[config.mk]
export PLATFORM = sky130hd
export DESIGN_NAME = seg_disp_ctrl
export DESIGN_NICKNAME = d
export VERILOG_FILES = /design/src/rtl/seg_pkg.sv /design/src/rtl/seg_digit_dec.sv /design/src/rtl/seg_disp_ctrl.sv
export SDC_FILE = /design/constraint.sdc
export NUM_CORES = 1
export LEC_CHECK = 0
export BUFFER_PORTS_ARGS = -buffer_cell sky130_fd_sc_hd__buf_2
export CAP_MARGIN = 20
export CORE_MARGIN = 2
export CORE_UTILIZATION = 62
export DETAILED_ROUTE_END_ITERATION = 10
export HOLD_SLACK_MARGIN = 0.15
export MAX_ROUTING_LAYER = met4
export PLACE_DENSITY = 0.83
export SYNTH_ARGS = -nofsm -noshare
export SYNTH_HDL_FRONTEND = slang
export SYNTH_SLANG_ARGS = --single-unit
[constraint.sdc]
create_clock -name clk -period 8.05 [get_ports clk]
set_clock_uncertainty 0.15 [all_clocks]
set_input_delay 2.0125 -clock clk [delete_from_list [all_inputs] [get_ports clk]]
set_output_delay 2.0125 -clock clk [all_outputs]
set_load 0.03 [all_outputs]
[src/rtl/seg_pkg.sv]
// ---------------------------------------------------------------------------
// seg_pkg : shared segment codes and sizing helper for seg_disp_ctrl
// Rev 1.0 : initial release
// ---------------------------------------------------------------------------
`default_nettype none

package seg_pkg;

  // Active-low a..g codes (bit0 = a, bit6 = g)
  localparam logic [6:0] SEG_0     = 7'h40;
  localparam logic [6:0] SEG_1     = 7'h79;
  localparam logic [6:0] SEG_2     = 7'h24;
  localparam logic [6:0] SEG_3     = 7'h30;
  localparam logic [6:0] SEG_4     = 7'h19;
  localparam logic [6:0] SEG_5     = 7'h12;
  localparam logic [6:0] SEG_6     = 7'h02;
  localparam logic [6:0] SEG_7     = 7'h78;
  localparam logic [6:0] SEG_8     = 7'h00;
  localparam logic [6:0] SEG_9     = 7'h10;
  localparam logic [6:0] SEG_A     = 7'h08;
  localparam logic [6:0] SEG_B     = 7'h03;
  localparam logic [6:0] SEG_C     = 7'h46;
  localparam logic [6:0] SEG_D     = 7'h21;
  localparam logic [6:0] SEG_E     = 7'h06;
  localparam logic [6:0] SEG_F     = 7'h0E;
  localparam logic [6:0] SEG_BLANK = 7'h7F;

  localparam int DP_BIT = 7;

  function automatic int idx_width(input int n);
    return (n <= 1) ? 1 : $clog2(n);
  endfunction

endpackage

`default_nettype wire

[src/rtl/seg_digit_dec.sv]
// ---------------------------------------------------------------------------
// seg_digit_dec : nibble/blank/dp to 8-bit active-low segment code
// Rev 1.0 : initial release
// ---------------------------------------------------------------------------
`default_nettype none

module seg_digit_dec
  import seg_pkg::*;
#(
  parameter int HEX_MODE = 1
) (
  input  logic [3:0] nibble_i,
  input  logic       blank_i,
  input  logic       dp_i,
  output logic [7:0] code_o
);

  logic [6:0] w_seg;
  logic [6:0] w_hex;

  always_comb begin
    w_hex = SEG_BLANK;
    case (nibble_i)
      4'hA:    w_hex = SEG_A;
      4'hB:    w_hex = SEG_B;
      4'hC:    w_hex = SEG_C;
      4'hD:    w_hex = SEG_D;
      4'hE:    w_hex = SEG_E;
      default: w_hex = SEG_F;
    endcase
  end

  always_comb begin
    w_seg = SEG_BLANK;
    case (nibble_i)
      4'd0:    w_seg = SEG_0;
      4'd1:    w_seg = SEG_1;
      4'd2:    w_seg = SEG_2;
      4'd3:    w_seg = SEG_3;
      4'd4:    w_seg = SEG_4;
      4'd5:    w_seg = SEG_5;
      4'd6:    w_seg = SEG_6;
      4'd7:    w_seg = SEG_7;
      4'd8:    w_seg = SEG_8;
      4'd9:    w_seg = SEG_9;
      default: w_seg = (HEX_MODE != 0) ? w_hex : SEG_BLANK;
    endcase
  end

  // A blanked digit still carries its decimal point
  always_comb begin
    code_o         = {1'b1, SEG_BLANK};
    code_o[6:0]    = blank_i ? SEG_BLANK : w_seg;
    code_o[DP_BIT] = ~dp_i;
  end

endmodule

`default_nettype wire

[src/rtl/seg_disp_ctrl.sv]
// ---------------------------------------------------------------------------
// seg_disp_ctrl : multiplexed 7-segment controller with frame-aligned commit
// Optional blinking is built only when SEG_BLINK_EN is defined.
// Rev 1.0 : initial release
// ---------------------------------------------------------------------------
`default_nettype none

module seg_disp_ctrl
  import seg_pkg::*;
#(
  parameter int NUM_DIGITS   = 6,
  parameter int SCAN_DIV     = 50000,
  parameter int HEX_MODE     = 1,
  parameter int BLINK_FRAMES = 64
) (
  input  logic                    clk,
  input  logic                    rst_n,
  input  logic                    upd_valid,
  output logic                    upd_ready,
  input  logic [4*NUM_DIGITS-1:0] bcd_in,
  input  logic [NUM_DIGITS-1:0]   dp_in,
  input  logic                    lz_blank_in,
  input  logic [NUM_DIGITS-1:0]   blink_in,
  output logic [NUM_DIGITS-1:0]   seg_sel,
  output logic [7:0]              seg_data,
  output logic                    frame_start
);

  localparam int IW = idx_width(NUM_DIGITS);
  localparam int DW = idx_width(SCAN_DIV);

  logic [DW-1:0] div_q;
  logic [IW-1:0] idx_q;
  logic          w_div_tc;
  logic          w_frame_end;
  logic          w_xfer;
  logic          w_commit;

  logic [4*NUM_DIGITS-1:0] pend_nib_q, pend_nib_d, act_nib_q, act_nib_d;
  logic [NUM_DIGITS-1:0]   pend_dp_q, pend_dp_d, act_dp_q, act_dp_d;
  logic [NUM_DIGITS-1:0]   act_blank_q, act_blank_d;
  logic                    pend_lz_q, pend_lz_d;
  logic                    pend_full_q, pend_full_d;

  logic [NUM_DIGITS-1:0]   w_lz_mask;
  logic                    w_lz_run;
  logic [3:0]              w_nib;
  logic                    w_dp;
  logic                    w_blank;
  logic                    w_hide;
  logic [7:0]              w_code;

  logic [NUM_DIGITS-1:0]   seg_sel_q;
  logic [7:0]              seg_data_q;
  logic                    frame_start_q;

  assign w_div_tc    = (div_q == DW'(SCAN_DIV - 1));
  assign w_frame_end = w_div_tc && (idx_q == IW'(NUM_DIGITS - 1));
  assign w_xfer      = upd_valid && !pend_full_q;
  assign w_commit    = w_frame_end && pend_full_q;
  assign upd_ready   = !pend_full_q;

  always_ff @(posedge clk) begin
    if (!rst_n) begin
      div_q <= '0;
      idx_q <= '0;
    end else if (w_div_tc) begin
      div_q <= '0;
      idx_q <= (idx_q == IW'(NUM_DIGITS - 1)) ? '0 : idx_q + 1'b1;
    end else begin
      div_q <= div_q + 1'b1;
    end
  end

  // Leading zeros stop at the first non-zero nibble or lit dp; last digit always shown
  always_comb begin
    w_lz_mask = '0;
    w_lz_run  = pend_lz_q;
    for (int i = 0; i < NUM_DIGITS - 1; i++) begin
      if (w_lz_run && (pend_nib_q[4*(NUM_DIGITS-1-i) +: 4] == 4'd0) && !pend_dp_q[i])
        w_lz_mask[i] = 1'b1;
      else
        w_lz_run = 1'b0;
    end
  end

  always_comb begin
    pend_nib_d  = pend_nib_q;
    pend_dp_d   = pend_dp_q;
    pend_lz_d   = pend_lz_q;
    pend_full_d = pend_full_q;
    act_nib_d   = act_nib_q;
    act_dp_d    = act_dp_q;
    act_blank_d = act_blank_q;
    if (w_commit) begin
      act_nib_d   = pend_nib_q;
      act_dp_d    = pend_dp_q;
      act_blank_d = w_lz_mask;
      pend_full_d = 1'b0;
    end
    if (w_xfer) begin
      pend_nib_d  = bcd_in;
      pend_dp_d   = dp_in;
      pend_lz_d   = lz_blank_in;
      pend_full_d = 1'b1;
    end
  end

  always_ff @(posedge clk) begin
    if (!rst_n) begin
      pend_nib_q  <= '0;
      pend_dp_q   <= '0;
      pend_lz_q   <= 1'b0;
      pend_full_q <= 1'b0;
      act_nib_q   <= '0;
      act_dp_q    <= '0;
      act_blank_q <= '1;
    end else begin
      pend_nib_q  <= pend_nib_d;
      pend_dp_q   <= pend_dp_d;
      pend_lz_q   <= pend_lz_d;
      pend_full_q <= pend_full_d;
      act_nib_q   <= act_nib_d;
      act_dp_q    <= act_dp_d;
      act_blank_q <= act_blank_d;
    end
  end

`ifdef SEG_BLINK_EN
  localparam int BW = idx_width(BLINK_FRAMES);

  logic [NUM_DIGITS-1:0] pend_blink_q;
  logic [NUM_DIGITS-1:0] act_blink_q;
  logic [BW-1:0]         blink_cnt_q;
  logic                  blink_off_q;

  always_ff @(posedge clk) begin
    if (!rst_n) begin
      pend_blink_q <= '0;
      act_blink_q  <= '0;
      blink_cnt_q  <= '0;
      blink_off_q  <= 1'b0;
    end else begin
      if (w_xfer)
        pend_blink_q <= blink_in;
      if (w_commit)
        act_blink_q <= pend_blink_q;
      if (w_frame_end) begin
        if (blink_cnt_q == BW'(BLINK_FRAMES - 1)) begin
          blink_cnt_q <= '0;
          blink_off_q <= ~blink_off_q;
        end else begin
          blink_cnt_q <= blink_cnt_q + 1'b1;
        end
      end
    end
  end

  always_comb begin
    w_hide = 1'b0;
    for (int i = 0; i < NUM_DIGITS; i++)
      if (idx_q == IW'(i))
        w_hide = blink_off_q && act_blink_q[i];
  end
`else
  localparam int unused_blink_frames = BLINK_FRAMES;
  logic          w_unused_blink;

  assign w_unused_blink = ^blink_in;
  assign w_hide         = 1'b0;
`endif

  always_comb begin
    w_nib   = 4'd0;
    w_dp    = 1'b0;
    w_blank = 1'b1;
    for (int i = 0; i < NUM_DIGITS; i++) begin
      if (idx_q == IW'(i)) begin
        w_nib   = act_nib_q[4*(NUM_DIGITS-1-i) +: 4];
        w_dp    = act_dp_q[i];
        w_blank = act_blank_q[i];
      end
    end
  end

  seg_digit_dec #(
    .HEX_MODE (HEX_MODE)
  ) u_dec (
    .nibble_i (w_nib),
    .blank_i  (w_blank),
    .dp_i     (w_dp),
    .code_o   (w_code)
  );

  always_ff @(posedge clk) begin
    if (!rst_n) begin
      seg_sel_q     <= '1;
      seg_data_q    <= 8'hFF;
      frame_start_q <= 1'b0;
    end else begin
      seg_sel_q     <= w_hide ? '1 : ~(NUM_DIGITS'(1) << idx_q);
      seg_data_q    <= w_hide ? 8'hFF : w_code;
      frame_start_q <= (div_q == '0) && (idx_q == '0);
    end
  end

  assign seg_sel     = seg_sel_q;
  assign seg_data    = seg_data_q;
  assign frame_start = frame_start_q;

endmodule

`default_nettype wire

**Yosys cells after proc, flatten, opt, wreduce, memory -nomap -nowiden**

Index checks and enable logic that the tools add are counted.

- Bits of input ports: 40
- Output and inout port bits: 16
- RAM bits: 0
- Memory bits (read-only): 0
- Register bits after elaboration: 102
- Latch bits: 0
- Memories kept: 0
- Logic and storage cells: 102

- Bitwise logic cells: 3
- Add/subtract/negate cells: 2
- Divide/modulo/power cells: 0
- $lt $le $gt $ge: 0
- Multipliers: 0
- Mux-type cells: 32
- Equal/unequal tests: 20
- Shifts and indexed selects: 1
- Reductions and logical operators: 31

Operators with widths:

| cell | count |
|---|---|
| case mux 7 bit (10 select lines) | 1 |
| case mux 7 bit (5 select lines) | 1 |
| equality test 4 bit, second input constant | 7 |
| zero test 4 bit | 6 |
| two-way mux 4 bit | 6 |
| two-way mux 1 bit | 23 |
| adder 16 x 1 -> 16 bit, second input constant | 1 |
| equality test 16 bit, second input constant | 1 |
| equality test 4 x 3 -> 1 bit, second input constant | 4 |
| zero test 16 bit | 1 |
| logical AND 1 bit | 14 |
| equality test 4 x 2 -> 1 bit, second input constant | 2 |
| equality test 3 x 2 -> 1 bit, second input constant | 2 |
| equality test 3 bit, second input constant | 2 |
| zero test 1 bit | 6 |
| inverter 6 bit | 1 |
| left shift 1 x 3 -> 6 bit, first input constant | 1 |
| equality test 4 x 1 -> 1 bit, second input constant | 1 |
| OR reduction 2 bit | 2 |
| adder 3 x 1 -> 3 bit, second input constant | 1 |
| equality test 3 x 1 -> 1 bit, second input constant | 1 |
| zero test 3 bit | 1 |
| two-way mux 3 bit | 1 |
| inverter 1 bit | 2 |
| nonzero test 2 bit | 1 |

**Longest topological paths before layout**

Gate-level depths: netlist (run 1).

- Word-level depth: 16
- Mapped depth: 12
- Mapped depth without buffers: 8

**Modules after synthesis**

Synthesis (run 1) repeated with hierarchy kept, for this count alone.

- Cell total of the unflattened synthesis: 540
- Area total of the unflattened synthesis: 4554.4 um2

By module, submodules not included:

| module | times used | area an instance (um2) | cells each | seq. area each (um2) |
|---|---|---|---|---|
| seg_disp_ctrl | 1 | 4294.1 | 504 | 2042.0 |
| seg_digit_dec | 1 | 260.2 | 36 | 0.0 |

**Least setup slack after synthesis (run 1)**

OpenSTA, ideal clock, no wires.

- Path kind: in2reg
- Start: input rst_n
- End: register act_blank_q[2]
- Data required time: 7.759 ns
- Buffers on the path: 3
- Path slack: 4.904 ns
- Setup time: 0.141 ns
- Arrival time: 2.855 ns
- Cell stages on the path: 4
- Path through: clkbuf_1 clkbuf_1 clkbuf_1 o211ai_1

RTL lines:

| what | line | text |
|---|---|---|
| start: declaration | seg_disp_ctrl.sv:17 | `input logic rst_n,` |
| end signal: assignment | seg_disp_ctrl.sv:125 | `act_blank_q <= act_blank_d;` |
| end: declaration | seg_disp_ctrl.sv:41 | `logic [NUM_DIGITS-1:0] act_blank_q, act_blank_d;` |

No word-level cell between the ends.

**Worst setup path in the final report (run 1)**

- Start: register idx_q[0]
- End: register seg_data_q[3] (netlist: seg_data[3])

- Longest elaborated chain between the ends: 10
- Elaborated cells between the ends (all ways): 36
- Those cells by class: eq/ne: 19; mux: 14; reduce/logical: 3

Ends and longest elaborated chain:

| what | line | text |
|---|---|---|
| start: declaration | seg_disp_ctrl.sv:33 | `logic [IW-1:0] idx_q;` |
| start signal: assignment | seg_disp_ctrl.sv:69 | `idx_q <= (idx_q == IW'(NUM_DIGITS - 1)) ? '0 : idx_q + 1'b1;` |
| zero test 3 bit | seg_disp_ctrl.sv:178 | `if (idx_q == IW'(i)) begin` |
| two-way mux 4 bit (6 in a row) | seg_disp_ctrl.sv:178 |  |
| equality test 4 bit | seg_digit_dec.sv:23 | `case (nibble_i)` |
| case mux 7 bit (5 select lines) | seg_digit_dec.sv:23 |  |
| case mux 7 bit (10 select lines) | seg_digit_dec.sv:35 | `case (nibble_i)` |
| end signal: assignment | seg_disp_ctrl.sv:202 | `seg_data_q <= w_hide ? 8'hFF : w_code;` |
| end: declaration | seg_disp_ctrl.sv:54 | `logic [7:0] seg_data_q;` |

Several ways; a longest one is shown, not always the timed one.
A chain may end at the register's enable or synchronous reset.

==> results of run 1 <==
worst min-delay path by stage:
stage                    from        endpoint  slack, ns  cells past startpoint
3_5_place_dp      act_dp_q[4]     act_dp_q[4]       0.29                      2
6_report        act_nib_q[17]   act_nib_q[17]       0.30                      2
5_1_grt          act_nib_q[4]    act_nib_q[4]       0.33                      2
2_1_floorplan  act_blank_q[5]  act_blank_q[5]       0.27                      2
3_3_place_gp   act_blank_q[5]  act_blank_q[5]       0.28                      2
4_1_cts          act_nib_q[5]    act_nib_q[5]       0.31                      2
cell usage after synthesis, types with 2 or more instances:
master    count
a221oi_1      4
and2_1        3
a21oi_1       6
o21ai_0       6
nand3b_1      4
a211o_1       2
nand2_1     151
inv_1        11
o211ai_1      5
nor2b_1       5
ha_1          3
o21bai_1      2
and3_1        4
nand3_1      13
mux2_2        2
or2_2         2
nor3_1        6
mux2i_1       6
a21boi_0     37
dfxtp_1     102
a311o_1       2
buf_4         3
buf_6         2
xor2_1        7
clkbuf_1     20
xnor2_1       9
or4_1         5
nor4_1        3
a21boi_1     28
nand4_1       5
buf_2         8
a311oi_2      2
nor2_1       35
or3_1         3
tightest hold or removal path: cells and delay by family (launching register included):
kind               cells  cell delay [ns]
DFF                    1             0.32
and+or+nand+nor        1             0.05
AOI/OAI and AO/OA      1             0.05
final cells by class:
type	instances	area (sq um)
Tap cell	96	120.1
Sequential cell	102	2042
Timing Repair Buffer	52	271.5
Clock inverter	6	46.29
Multi-Input combinational cell	375	2136
Inverter	11	41.29
Fill cell	576	2047
Clock buffer	10	127.6
layer usage:
metal / routed length [um] / vias to the layer above / track usage (%)
li1: - / 1810 / -
met1: 4088 / 1656 / 32.27
met2: 4015 / 74 / 37.26
met3: 344 / 10 / 4.524
met4: 109 / 0 / 6.612
met5: 0 / - / -
flip-flops by register name (all words and copies together) (netlist names):
signal	cells
idx_q	3
seg_data	8
frame_start	1
act_blank_q	6
act_nib_q	24
pend_dp_q	6
div_q	16
pend_nib_q	24
act_dp_q	6
seg_sel	6
pend_lz_q	1
pend_full_q	1
logic make-up (layout without fill, tap and decap cells):
| family | count (synthesis) | after routing | share of synthesized area [%] |
|---|---|---|---|
| AO/OA/AOI/OAI | 101 | 101 | 17.84 |
| XOR/XNOR | 16 | 16 | 3.202 |
| adder cells (fa/ha/maj) | 4 | 4 | 1.086 |
| buffers and inverters | 44 | 79 | 4.603 |
| flip-flops | 102 | 102 | 46.66 |
| multiplexers | 8 | 8 | 1.887 |
| AND/OR/NAND/NOR | 246 | 246 | 24.73 |
stage by stage:
step | instances | area, sq um | util [%] | total power (uW)
after global routing | 652 | 4785 | 70.04 | 892.9
after floorplan | 521 | 4377 | - | 565.4
after CTS | 651 | 4773 | 69.87 | 865.2
after global placement | 635 | 4599 | 67.33 | 580.5
final | 652 | 4785 | 70.04 | 861.0
after detailed placement | 635 | 4599 | 67.33 | 582.3
power by group:
group | internal, uW | switching (uW) | leakage [uW]
combinational | 21.1 | 25.3 | 0.000823
sequential | 515 | 9.20 | 0.000829
clock | 115 | 175 | 0.0000886
total | 652 | 209 | 0.00174
==> metrics.md, run 1 <==
| Metric | Value |
|---|---|
| Critical path class | `flop to flop` |
| Most frequent cells in the layout | `nand2_1 (151), dfxtp_1 (102), buf_2 (49), a21boi_0 (37), nor2_1 (35)` |
| Worst-path clk slew | `0.09 ns` |
| Worst-margin pin slew | `0.9675 ns` |
| Drt wl/cell | `13.12 um` |
| DRC errors left | `0` |
| PnR worst setup slack | `4.726 ns` |
| Main synth FF type | `dfxtp_1` |
| Largest net degree at the start of global routing | `82` |
| RSZ-0062 raised after global routing | `no` |
| Row cnt | `30` |
| Post-Route WL | `8557 um` |
| # IOs | `56` |
| Starting Density | `64.07%` |
| Hold-fix buffers at CTS | `0` |
| Final hold slack | `0.3023 ns` |
| Core Area | `0.006832 sq mm` |
| Final max-slew violation count | `0` |
| HP Class | `flop to flop` |
| Req. time, crit path | `8.14 ns` |
| Mean Syn Cell Area | `8.401 sq um` |
| Critical Path End | `seg_data[3]` |
| Critical path launch point type | `flop` |
| Gr usage total | `24.00%` |
| Cell Chain, Critical Path | `and2_1 > ha_1 > a221oi_1 > o22ai_1 > nor2_1 > a221oi_1 > o21ai_0` |
| Synth-to-Final Area Change | `9.320%` |
| Setup crit start | `idx_q[0]` |
| Nets | `594` |
| Leading area contributor after synthesis | `dfxtp_1` |
| Worst-path cell with the longest stage delay | `dfxtp_1` |
| Endpoints failing setup | `0` |
| CP peak stage delay | `0.91 ns` |
| ANT nets after route | `0` |
| Share of cells above drive strength 1 | `14.39%` |
| Worst R2R End | `seg_data[3]` |
| R2R cell count | `7` |
| CP max FO | `22` |
| Leakage | `0.001740 uW` |
| Ys async rst share | `0%` |
| Setup Buffers After CTS | `0` |
| Max_slew headroom | `35.34%` |
| PostCTS Resize Cnt | `0` |
| Commonest non-fill, non-tap cell in the layout | `nand2_1` |
| Mapped cell area | `0.004377 sq mm` |
| Worst r2r src | `idx_q[0]` |
| Setup TNS Final | `0 ns` |
| Family with the most delay on the worst path | `compound AO/OA/AOI/OAI gates` |
| CTS tree | `done` |
| Clk_lat worst skew | `0.37 ns` |
| Worst Path Arrival | `3.41 ns` |
| Cell mode on critical path | `a221oi_1` |
| Buf/Inv on CP | `0` |
| Power density cells | `180.0 mW/mm^2` |
| TritonRoute pass-1 iters | `4` |
| WP depth | `7` |
| Worst IR Drop VDD | `0.0001333 V` |
| Post-synth cell types | `49` |
| Drt initial violations | `165` |
| Hpwl dp | `5903 um` |
| Inserted Clock Buffers | `9` |
| Via count | `3550` |
| Crit share post-route | `41.29%` |
| Top cell type's share of synthesized area | `46.66%` |
| #FFs+latches synth | `102` |
| Max cap viols | `0` |
| First-pass GRT wire length | `14370 um` |
| Die Height | `88.02 um` |
| Syn Inst Count | `521` |
| Total gr overflow | `0` |
| Register area share after synthesis | `46.66%` |
| Final Wtd Congestion | `0.8635` |
| IO Port Bufs | `49` |
| Number of global-route vias before repair | `3158` |
| Htree depth | `3` |
| Status | `complete, no violations` |
| Fmax | `0.3009 GHz` |
| Synth warn | `0` |
| Reg2Reg Setup Slack | `4.73 ns` |
| Die area | `0.007748 sq mm` |
| Clock Sink Count | `102` |
| Hold Vio Cnt, Final | `0` |
| Area contributors post-synth | `dfxtp_1 (47%), nand2_1 (13%), a21boi_0 (6.3%)` |
| Initial antenna violation count | `0` |
| Die Wd | `88.02 um` |
| Antenna diodes | `0` |
| Root buf cell | `clkbuf_8` |
| Tmin final | `3.324 ns` |
| CTS max path bufs | `2` |
| Post-synth EDFFs | `0` |
| Dpl ws | `4.365 ns` |
| Critical path capture point type | `flop` |
| Syn Nets | `564` |
| Via density | `5.445` |
Power figures use the tool's default switching activity.
==> run 2: changes to the inputs <==
CORE_UTILIZATION = 52   (was 62)
PLACE_DENSITY = 0.74   (was 0.83)
clock period = 3 ns   (was 8.05 ns; I/O delays follow)
==> run 2 against run 1 <==
Compared with the run above:
- clock power rose to 3.2 times the previous value
- clock-buffer cell count unchanged
- core utilization down 10 points
- via count down 0.79%
- sequential share of layout area down 1.1 points
==> metrics.md, run 2 (synthesized netlist as in run 1, its figures left out) <==
| Metric | Value |
|---|---|
| Leakage | `0.001810 uW (+4.0%)` |
| Via density | `5.265 (-3.3%)` |
| Post-Route WL | `8772 um (+2.5%)` |
| First-pass GRT wire length | `15110 um (+5.2%)` |
| Clock power frac | `38.0% (+4.3 points)` |
| PostCTS Resize Cnt | `0 (unchanged)` |
| Total gr overflow | `0 (unchanged)` |
| Int Power | `1931 uW (+200%)` |
| Worst hold start | `act_blank_q[5]` |
| Sequential cell area | `0.002042 sq mm (unchanged)` |
| Req. time, crit path | `3.15 ns (-4.99 ns)` |
| Fmax | `0.3986 GHz (+32%)` |
| Clock Sink Count | `102 (unchanged)` |
| CP peak stage delay | `0.42 ns (-0.49 ns)` |
| Area of the multi-input gates | `0.002136 sq mm (unchanged)` |
| Setup Buffers After CTS | `0 (unchanged)` |
| Post-layout power | `2474 uW (+190%)` |
| Die area | `0.009166 sq mm (+18%)` |
| Family with the most delay on the worst path | `simple AND/OR/NAND/NOR gates` |
| Worst R2R End | `act_blank_q[4]` |
| Clk_lat worst skew | `0.36 ns (about the same)` |
| Commonest non-fill, non-tap cell in the layout | `nand2_1` |
| CP max FO | `33 (+50%)` |
| DRC errors left | `0 (unchanged)` |
| RSZ-0062 raised after global routing | `no` |
| Hold EP | `act_blank_q[5]` |
| Antenna diodes | `0 (unchanged)` |
| Setup TNS Final | `0 ns (unchanged)` |
| Power density cells | `504.2 mW/mm^2 (+180%)` |
| Layout Cells excl Fill | `669 (+2.6%)` |
| Status | `complete, no violations` |
| Nets | `603 (+1.5%)` |
| Hold-fix buffers at CTS | `0 (unchanged)` |
| Die Wd | `95.74 um (+8.8%)` |
| Worst IR Drop VDD | `0.0003206 V (+140%)` |
| Worst-path cell with the longest stage delay | `or3_1` |
| Most frequent cells in the layout | `nand2_1 (151), dfxtp_1 (102), buf_2 (49), a21boi_0 (37), nor2_1 (35)` |
| # IOs | `56 (unchanged)` |
| Largest registers | `act_nib_q (24), pend_nib_q (24), div_q (16)` |
| Dpl ws | `0.4985 ns (-3.866 ns)` |
| Share of cells above drive strength 1 | `15.78% (+1.4 points)` |
| TritonRoute pass-1 iters | `4 (unchanged)` |
| Synth-to-Final Area Change | `12.09%` |
| Largest net degree at the start of global routing | `53 (-35%)` |
| Drt initial violations | `142 (-14%)` |
| Drt wl/cell | `13.11 um (about the same)` |
| Core Area | `0.008175 sq mm (+20%)` |
| Placed cells | `654 (+3.0%)` |
| Worst Path Arrival | `2.66 ns (-0.75 ns)` |
| Sw Pwr | `543.0 uW (+160%)` |
| Reg2Reg Setup Slack | `0.49 ns (-4.23 ns)` |
| Final max-slew violation count | `0 (unchanged)` |
| CTS max path bufs | `2 (unchanged)` |
| Die Height | `95.74 um (+8.8%)` |
| WP depth | `8 (+1)` |
| Worst r2r src | `div_q[0]` |
| Hpwl dp | `6249 um (+5.9%)` |
| Critical path launch point type | `flop` |
| IO Port Bufs | `49 (unchanged)` |
| Gr usage total | `21.46% (-2.5 points)` |
| Critical path class | `flop to flop` |
| Sequential power share | `56.9% (-4.0 points)` |
| PnR worst setup slack | `0.4913 ns (-4.235 ns)` |
| Fill count | `744 (+29%)` |
| Worst-path clk slew | `0.09 ns (about the same)` |
| Initial antenna violation count | `0 (unchanged)` |
| CTS tree | `done` |
| Htree depth | `3 (unchanged)` |
| Crit share post-route | `83.62% (+42 points)` |
| Inserted Clock Buffers | `9 (unchanged)` |
| Starting Density | `53.54% (-11 points)` |
| Via count | `3522 (-0.79%)` |
| HP Class | `flop to flop` |
| Root buf cell | `clkbuf_8` |
| Final Wtd Congestion | `0.8214 (-4.9%)` |
| Row cnt | `33 (+10%)` |
| Max cap viols | `0 (unchanged)` |
| Worst-margin pin slew | `0.5516 ns (-0.4159 ns)` |
| Number of global-route vias before repair | `3231 (+2.3%)` |
| Buf/Inv on CP | `1 (+1)` |
| Sw Ratio | `21.95% (-2.3 points)` |
| Hold Path Stages | `2 (unchanged)` |
| ANT nets after route | `0 (unchanged)` |
| Tmin final | `2.509 ns (-0.8151 ns)` |
| Cell Chain, Critical Path | `ha_1 > nand3_2 > or3_1 > or2_1 > nor2_4 > buf_4 > nand4_1 > nand3_1` |
| Hold Vio Cnt, Final | `0 (unchanged)` |
| Endpoints failing setup | `0 (unchanged)` |
| R2R cell count | `8 (+1)` |
| Max_slew headroom | `63.23% (+28 points)` |
| Critical path capture point type | `flop` |
| Gate power share | `5.1% (-0.3 points)` |
run 2: changes by cell type in the layout (fill, tap and decap cells not counted), sizes merged:
cell | previous run | this run
buf | 52 | 61
bufinv | 0 | 2
clkinv | 3 | 2
clkinvlp | 1 | 0
inv | 13 | 12
run 2: worst max-delay path by stage:
stage                  start  slack [ns]             end
floorplan           idx_q[0]        0.44     seg_data[5]
CTS                 idx_q[1]        0.48     seg_data[3]
global placement    idx_q[1]        0.55     seg_data[3]
finish              div_q[0]        0.49  act_blank_q[4]
detailed placement  idx_q[1]        0.50     seg_data[3]
global route        idx_q[1]        0.30     seg_data[3]
run 2: layout make-up:
class	count	area share (%)
well taps	105	2.678
inverters	11	0.8416
repair buffers	61	6.835
flip-flops and latches	102	41.62
clock inverters	5	1.683
multi-input cells	375	43.53
clock buffers	10	2.805
run 2: routing by layer:
layer	wire, um	global-route usage (%)	vias up
li1	-	-	1824
met1	4264	28.95	1607
met2	4000	32.75	81
met3	394	4.933	10
met4	113	5.476	0
met5	0	-	-
run 2: power by group through the flow:
stage               Combinational (uW)  Clock (uW)  Sequential (uW)
CTS                                128         964             1410
detailed placement                 127           0             1440
global route                       145        1030             1410
finish                             126         940             1410
floorplan                         82.1           0             1440
global placement                   124           0             1440
run 2: stage by stage:
stage               area, sq um  hold slack [ns]  util (%)
finish                     4906           0.2976     60.01
global route               4906           0.3282     60.01
CTS                        4906           0.2968     60.01
detailed placement         4686           0.2839     57.32
global placement           4686           0.2806     57.32
floorplan                  4377           0.2727         -
run 2: worst register-to-register path: stages (launching register included):
cell and delay [ns]:
dfxtp_1 0.41, ha_1 0.24, nand3_2 0.14, or3_1 0.42
or2_1 0.35, nor2_4 0.14, buf_4 0.32, nand4_1 0.19
nand3_1 0.11
